**config.mk**
```make
export PLATFORM = sky130hd
export DESIGN_NAME = coefficient_bank_flat
export DESIGN_NICKNAME = d
export VERILOG_FILES = /design/src/rtl/coefficient_bank_if.sv /design/src/rtl/coefficient_bank.sv /design/src/flat_wrapper.sv
export SDC_FILE = /design/constraint.sdc
export NUM_CORES = 2
export LEC_CHECK = 0
export ABC_AREA = 1
export ABC_CLOCK_PERIOD_IN_PS = 72000
export BUFFER_PORTS_ARGS = -buffer_cell sky130_fd_sc_hd__buf_2
export CAP_MARGIN = 10
export CORE_ASPECT_RATIO = 1.4
export CORE_MARGIN = 3
export CORE_UTILIZATION = 54
export CTS_CLUSTER_SIZE = 20
export DETAILED_ROUTE_END_ITERATION = 6
export PLACE_DENSITY_LB_ADDON = 0.08
export REMOVE_ABC_BUFFERS = 1
export SYNTH_ARGS = -nofsm -noshare
export SYNTH_HDL_FRONTEND = slang
export SYNTH_SLANG_ARGS = --single-unit
```
**constraint.sdc**
```tcl
create_clock -name clk -period 72 [get_ports clk]
set_clock_uncertainty 0.15 [all_clocks]
set_input_delay 3.6 -clock clk [delete_from_list [all_inputs] [get_ports clk]]
set_output_delay 3.6 -clock clk [all_outputs]
set_load 0.01 [all_outputs]
```
**src/rtl/coefficient_bank_if.sv**
```systemverilog
// Coefficient write stream: ready/valid handshake carrying one coefficient word per beat.
interface coefficient_bank_if #(
  parameter int COFCNT_BIT = 16
);
  logic                  wr_valid;
  logic                  wr_ready;
  logic [COFCNT_BIT-1:0] wr_data;

  modport master (output wr_valid, output wr_data, input wr_ready);
  modport slave  (input wr_valid, input wr_data, output wr_ready);
endinterface

```
**src/rtl/coefficient_bank.sv**
```systemverilog
// Double-buffered multi-bank coefficient store: shadow shift register loaded via handshake,
// committed into an active bank on frame_sync. Optional load checksum: COEF_CHECKSUM_EN.
module coefficient_bank #(
  parameter int COFCNT_BIT = 16,
  parameter int MASK_WIDTH = 7,
  parameter int BANK_BIT   = 1
) (
  input  logic                                       clk,
  input  logic                                       reset,
  input  logic                                       load_start,
  coefficient_bank_if.slave                          wr,
  input  logic [BANK_BIT-1:0]                        wr_bank,
  input  logic                                       commit,
  input  logic                                       frame_sync,
  input  logic [BANK_BIT-1:0]                        rd_bank,
  output logic [COFCNT_BIT*MASK_WIDTH*MASK_WIDTH-1:0] out_data,
  output logic                                       load_done,
  output logic                                       commit_done,
  output logic                                       overrun,
  output logic [COFCNT_BIT-1:0]                      chk_sum
);
  localparam int TAPS      = MASK_WIDTH * MASK_WIDTH;
  localparam int NUM_BANKS = 2 ** BANK_BIT;
  localparam int CNT_W     = $clog2(TAPS + 1);
  localparam logic [CNT_W-1:0] LAST = CNT_W'(TAPS - 1);

  typedef enum logic [1:0] {S_IDLE, S_LOAD, S_FULL, S_PEND} state_t;
  typedef logic [TAPS-1:0][COFCNT_BIT-1:0] set_t;

  state_t              state_q, state_d;
  logic [CNT_W-1:0]    cnt_q, cnt_d;
  set_t                shadow_q, shadow_d;
  set_t                bank_q [NUM_BANKS];
  logic [BANK_BIT-1:0] pend_q, pend_d;
  logic [BANK_BIT-1:0] rd_bank_q;
  logic                commit_done_q, commit_done_d;
  logic                overrun_q;
  logic                acc;
  logic                bank_we;

  always_ff @(posedge clk or posedge reset) begin
    if (reset) state_q <= S_IDLE;
    else       state_q <= state_d;
  end

  // load_start outranks a same-cycle accept; that word is dropped.
  always_comb begin
    state_d       = state_q;
    cnt_d         = cnt_q;
    shadow_d      = shadow_q;
    pend_d        = pend_q;
    commit_done_d = 1'b0;
    bank_we       = 1'b0;
    acc           = 1'b0;
    case (state_q)
      S_IDLE: begin
        if (load_start) begin
          state_d = S_LOAD;
          cnt_d   = '0;
        end
      end
      S_LOAD: begin
        if (load_start) begin
          cnt_d = '0;
        end else if (wr.wr_valid) begin
          acc      = 1'b1;
          cnt_d    = cnt_q + CNT_W'(1);
          shadow_d = {wr.wr_data, shadow_q[TAPS-1:1]};
          if (cnt_q == LAST) state_d = S_FULL;
        end
      end
      S_FULL: begin
        if (load_start) begin
          state_d = S_LOAD;
          cnt_d   = '0;
        end else if (commit) begin
          state_d = S_PEND;
          pend_d  = wr_bank;
        end
      end
      S_PEND: begin
        if (frame_sync) begin
          bank_we       = 1'b1;
          commit_done_d = 1'b1;
          state_d       = S_IDLE;
        end
      end
      default: state_d = S_IDLE;
    endcase
  end

  always_ff @(posedge clk or posedge reset) begin
    if (reset) begin
      cnt_q         <= '0;
      shadow_q      <= '0;
      pend_q        <= '0;
      rd_bank_q     <= '0;
      commit_done_q <= 1'b0;
      overrun_q     <= 1'b0;
    end else begin
      cnt_q         <= cnt_d;
      shadow_q      <= shadow_d;
      pend_q        <= pend_d;
      commit_done_q <= commit_done_d;
      if (frame_sync) rd_bank_q <= rd_bank;
      if (wr.wr_valid && state_q != S_LOAD) overrun_q <= 1'b1;
    end
  end

  // Bank write and read-select update share the frame_sync edge, so the reader never sees a mix.
  always_ff @(posedge clk or posedge reset) begin
    if (reset) begin
      for (int b = 0; b < NUM_BANKS; b++) bank_q[b] <= '0;
    end else if (bank_we) begin
      bank_q[pend_q] <= shadow_q;
    end
  end

`ifdef COEF_CHECKSUM_EN
  logic [COFCNT_BIT-1:0] chk_q;
  logic                  chk_clr;
  assign chk_clr = load_start && (state_q != S_PEND);

  always_ff @(posedge clk or posedge reset) begin
    if (reset)        chk_q <= '0;
    else if (chk_clr) chk_q <= '0;
    else if (acc)     chk_q <= chk_q + wr.wr_data;
  end
  assign chk_sum = chk_q;
`else
  assign chk_sum = '0;
`endif

  assign wr.wr_ready  = (state_q == S_LOAD);
  assign load_done    = (state_q == S_FULL);
  assign commit_done  = commit_done_q;
  assign overrun      = overrun_q;
  assign out_data     = bank_q[rd_bank_q];
endmodule

```
**src/flat_wrapper.sv**
```systemverilog
// flat-port wrapper written by rule: the top's interface ports become plain ports
module coefficient_bank_flat 
#(
  parameter int COFCNT_BIT = 16,
  parameter int MASK_WIDTH = 7,
  parameter int BANK_BIT   = 1
)
  (clk, reset, load_start, wr_bank, commit, frame_sync, rd_bank, out_data, load_done, commit_done, overrun, chk_sum, wr_wr_valid, wr_wr_data, wr_wr_ready);
  coefficient_bank_if #(.COFCNT_BIT(COFCNT_BIT)) wr_i ();
  input  logic clk;
  input  logic reset;
  input  logic load_start;
  input  logic [BANK_BIT-1:0] wr_bank;
  input  logic commit;
  input  logic frame_sync;
  input  logic [BANK_BIT-1:0] rd_bank;
  output logic [COFCNT_BIT*MASK_WIDTH*MASK_WIDTH-1:0] out_data;
  output logic load_done;
  output logic commit_done;
  output logic overrun;
  output logic [COFCNT_BIT-1:0] chk_sum;
  input wire logic [$bits(wr_i.wr_valid)-1:0] wr_wr_valid;
  input wire logic [$bits(wr_i.wr_data)-1:0] wr_wr_data;
  output wire logic [$bits(wr_i.wr_ready)-1:0] wr_wr_ready;
  assign wr_i.wr_valid = wr_wr_valid;
  assign wr_i.wr_data = wr_wr_data;
  assign wr_wr_ready = wr_i.wr_ready;
  coefficient_bank #(.COFCNT_BIT(COFCNT_BIT), .MASK_WIDTH(MASK_WIDTH), .BANK_BIT(BANK_BIT)) u_core (.clk(clk), .reset(reset), .load_start(load_start), .wr(wr_i), .wr_bank(wr_bank), .commit(commit), .frame_sync(frame_sync), .rd_bank(rd_bank), .out_data(out_data), .load_done(load_done), .commit_done(commit_done), .overrun(overrun), .chk_sum(chk_sum));
endmodule
```
==> metrics.md <==
| Metric | Value |
|---|---|
| Drc violations | `0` |
| Top cell by count, worst path | `buf_4` |
| Port Buf Inserts | `811` |
| Clock slew at reported path FFs | `0.06 ns` |
| Clk root buf | `clkbuf_16` |
| Proportion of layout cells with a drive suffix above 1 | `10.7%` |
| DRT Wirelength | `243,000 um` |
| Top-area cell type share of the netlist area | `61.6%` |
| Initial antenna violation count | `11` |
| Routed wire length per instance | `17.5 um` |
| Core area | `176,000 um2` |
| Pre-antenna DRT Iters | `6` |
| Total CTS buffers | `217` |
| Worst EP arrival | `6.19 ns` |
| Starting DRC count in detailed routing | `6,551` |
| Slew @ Worst Pin | `1.19 ns` |
| Critical path class | `reg2out` |
| Placed insts | `13.5k` |
| Clock latency on the worst-skew pair | `0.83 ns` |
| Top cells by area, synth | `dfrtp_1, nand2_1, o21ai_1` |
| Status | `finished clean` |
| Max Buffers Root-to-Sink | `3` |
| Setup ws final | `62.06 ns` |
| Fraction of power spent switching nets | `36.7%` |
| RSZ-0062 raised after global routing | `false` |
| Power density cells | `44.8 nW/um2` |
| H-tree levels | `4` |
| Leakage | `54.0 nW` |
| Starting Density | `54.5%` |
| Crit path max fanout | `148` |
| Final instance area | `107,000 um2` |
| CTS Sinks | `2,364` |
| Part of the power in combinational logic | `29.8%` |
| Die footprint | `183,000 um2` |
| Crit-path slowest cell | `buf_4` |
| Synth Instances | `11.0k` |
| Total track usage | `26.5%` |
| Hold buffer count at cts | `0` |
| Placer Congestion | `0.811` |
| Clock share of power | `24.0%` |
| Slew Viols, Final | `0` |
| Post-layout minimum cycle time | `9.94 ns` |
| Area Growth Syn to Fin | `11.2%` |
| Via density per instance | `5.23` |
| Hold WC Path Type | `reg2reg` |
| Register share of total power | `46.3%` |
| Synth warnings | `0` |
| Grt total ovfl | `0` |
| P_int | `3.03 mW` |
| Dominant cell type by area after synthesis | `dfrtp_1` |
| Largest net degree at the start of global routing | `234` |
| Pre-CTS worst setup slack | `60.91 ns` |
| Vias in the first global route | `69.8k` |
| Slew headroom | `20.6%` |
| DP Area | `99,700 um2` |
| First-pass GRT wire length | `389,000 um` |
| Most frequent cells in the layout | `nand2_1, dfrtp_1, o21ai_1` |
| Sequential fraction of the synthesis area | `61.6%` |
| Chip width | `362 um` |
| FP Rows | `182` |
| Peak supply drop | `29.0 uV` |
| Fin Setup TNS | `0 ns` |
| Post-CTS Resized | `0` |
| CP Cell Sequence | `inv_8 > buf_4 > buf_4 > buf_4 > buf_4 > nand2_1 > nand2_1 > buf_2` |
| Largest stage delay on the critical path | `0.92 ns` |
| Crit path capture type | `output pin` |
| Commonest non-fill, non-tap cell in the layout | `nand2_1` |
| Startpoint types | `flop` |
| Synth Cell Area | `96,000 um2` |
| Die H | `505 um` |
| Synth unique cells | `19` |
| Final hold vios | `0` |
| CTS tree | `built` |
| DR vias | `72.6k` |
| Fin crit share | `13.8%` |
| Flops & latches, synth | `2,364` |
| Antenna Nets Post-Route | `0` |
| Nets | `11.4k` |
| Final HPWL DP | `152,000 um` |
| Setup violators final | `0` |
| Critical Path RT | `68.25 ns` |
| Postcts setup bufs | `0` |
| Psw | `1.75 mW` |
| F_max | `0.101 GHz` |
| Max-cap violations | `0` |
| I/O pins | `828` |
| Syn avg cell area | `8.74 um2` |
| Final Non-Filler Cells | `13.9k` |
[metrics by stage]
stage	util [%]	power (mW)	hold WS (ns)
2_1_floorplan	-	3.47	0.303
3_3_place_gp	56.6	3.59	0.286
3_5_place_dp	56.6	3.65	0.289
4_1_cts	60.6	4.82	0.303
5_1_grt	60.6	5.14	0.316
6_report	60.6	4.78	0.302
[sequential cells by signal, summed over array words and instances, names as in the netlist]
register	count
u_core.bank_q	1568
u_core.cnt_q	6
u_core.commit_done	1
u_core.overrun	1
u_core.pend_q	1
u_core.rd_bank_q	1
u_core.shadow_q	784
u_core.state_q	2
[path summary, 6_finish.rpt]
check,start,endpoint,slack [ns],depth (start not counted)
setup / recovery,u_core.rd_bank_q,out_data[205],62.06,8
hold / removal,u_core.overrun,u_core.overrun,0.30,1
setup reg to reg,u_core.state_q[1],u_core.bank_q[613],65.84,10
hold reg to reg,u_core.overrun,u_core.overrun,0.30,1
max in group asynchronous,reset,u_core.bank_q[366],62.07,10
min in group asynchronous,reset,u_core.bank_q[805],2.75,2
[per-layer routing]
layer | wire [um] | track usage [%]
met3 | 23500 | 9.26
met1 | 108000 | 37.6
met5 | 0 | 0
met4 | 5340 | 6.39
met2 | 106000 | 39.3
[worst max-delay path, delay by kind of cell (launching register included)]
kind / cells / cell delay (ns)
and+or+nand+nor: 2 / 0.21
buffers and inverters: 6 / 4.09
DFF: 1 / 0.54
[cell type report]
class	count	area [um2]
antenna	2	5.00
clock buffer	327	6490
clock inverter	57	601
fill	15800	69400
inverter	798	3010
multi-input combinational	7132	29800
sequential	2364	59200
tap	2300	2880
timing repair buffer	899	4880
[cell families after synthesis]
logic type / Yosys count / synth area share [%]
buffers and inverters: 1510 / 7.45
adder cells (fa/ha/maj): 2 / 0.0261
AO/OA/AOI/OAI: 2363 / 12.3
flip-flops: 2364 / 61.6
AND/OR/NAND/NOR: 4751 / 18.6
other: 1 / 0.00391
[power groups by stage]
stage | Clock, mW | Combinational (mW) | Sequential, mW
CTS | 1.17 | 1.44 | 2.21
global route | 1.22 | 1.63 | 2.28
floorplan | 0 | 1.21 | 2.26
global placement | 0 | 1.38 | 2.21
detailed placement | 0 | 1.43 | 2.22
finish | 1.15 | 1.42 | 2.21
[Yosys cell counts]
| library cell | n |
|---|---|
| a21o_1 | 2 |
| nor2_4 | 1 |
| ha_1 | 2 |
| dfrtp_1 | 2364 |
| a21oi_1 | 5 |
| nand3_1 | 7 |
| o21ai_1 | 1560 |
| conb_1 | 1 |
| inv_2 | 1 |
| buf_1 | 18 |
| buf_2 | 299 |
| nand2_1 | 4730 |
| buf_6 | 90 |
| o21ai_0 | 796 |
| nand2_2 | 1 |
| clkbuf_1 | 188 |
| buf_4 | 117 |
| nor2_1 | 12 |
| inv_1 | 797 |
Note: power is estimated with default switching activity, not from simulation.
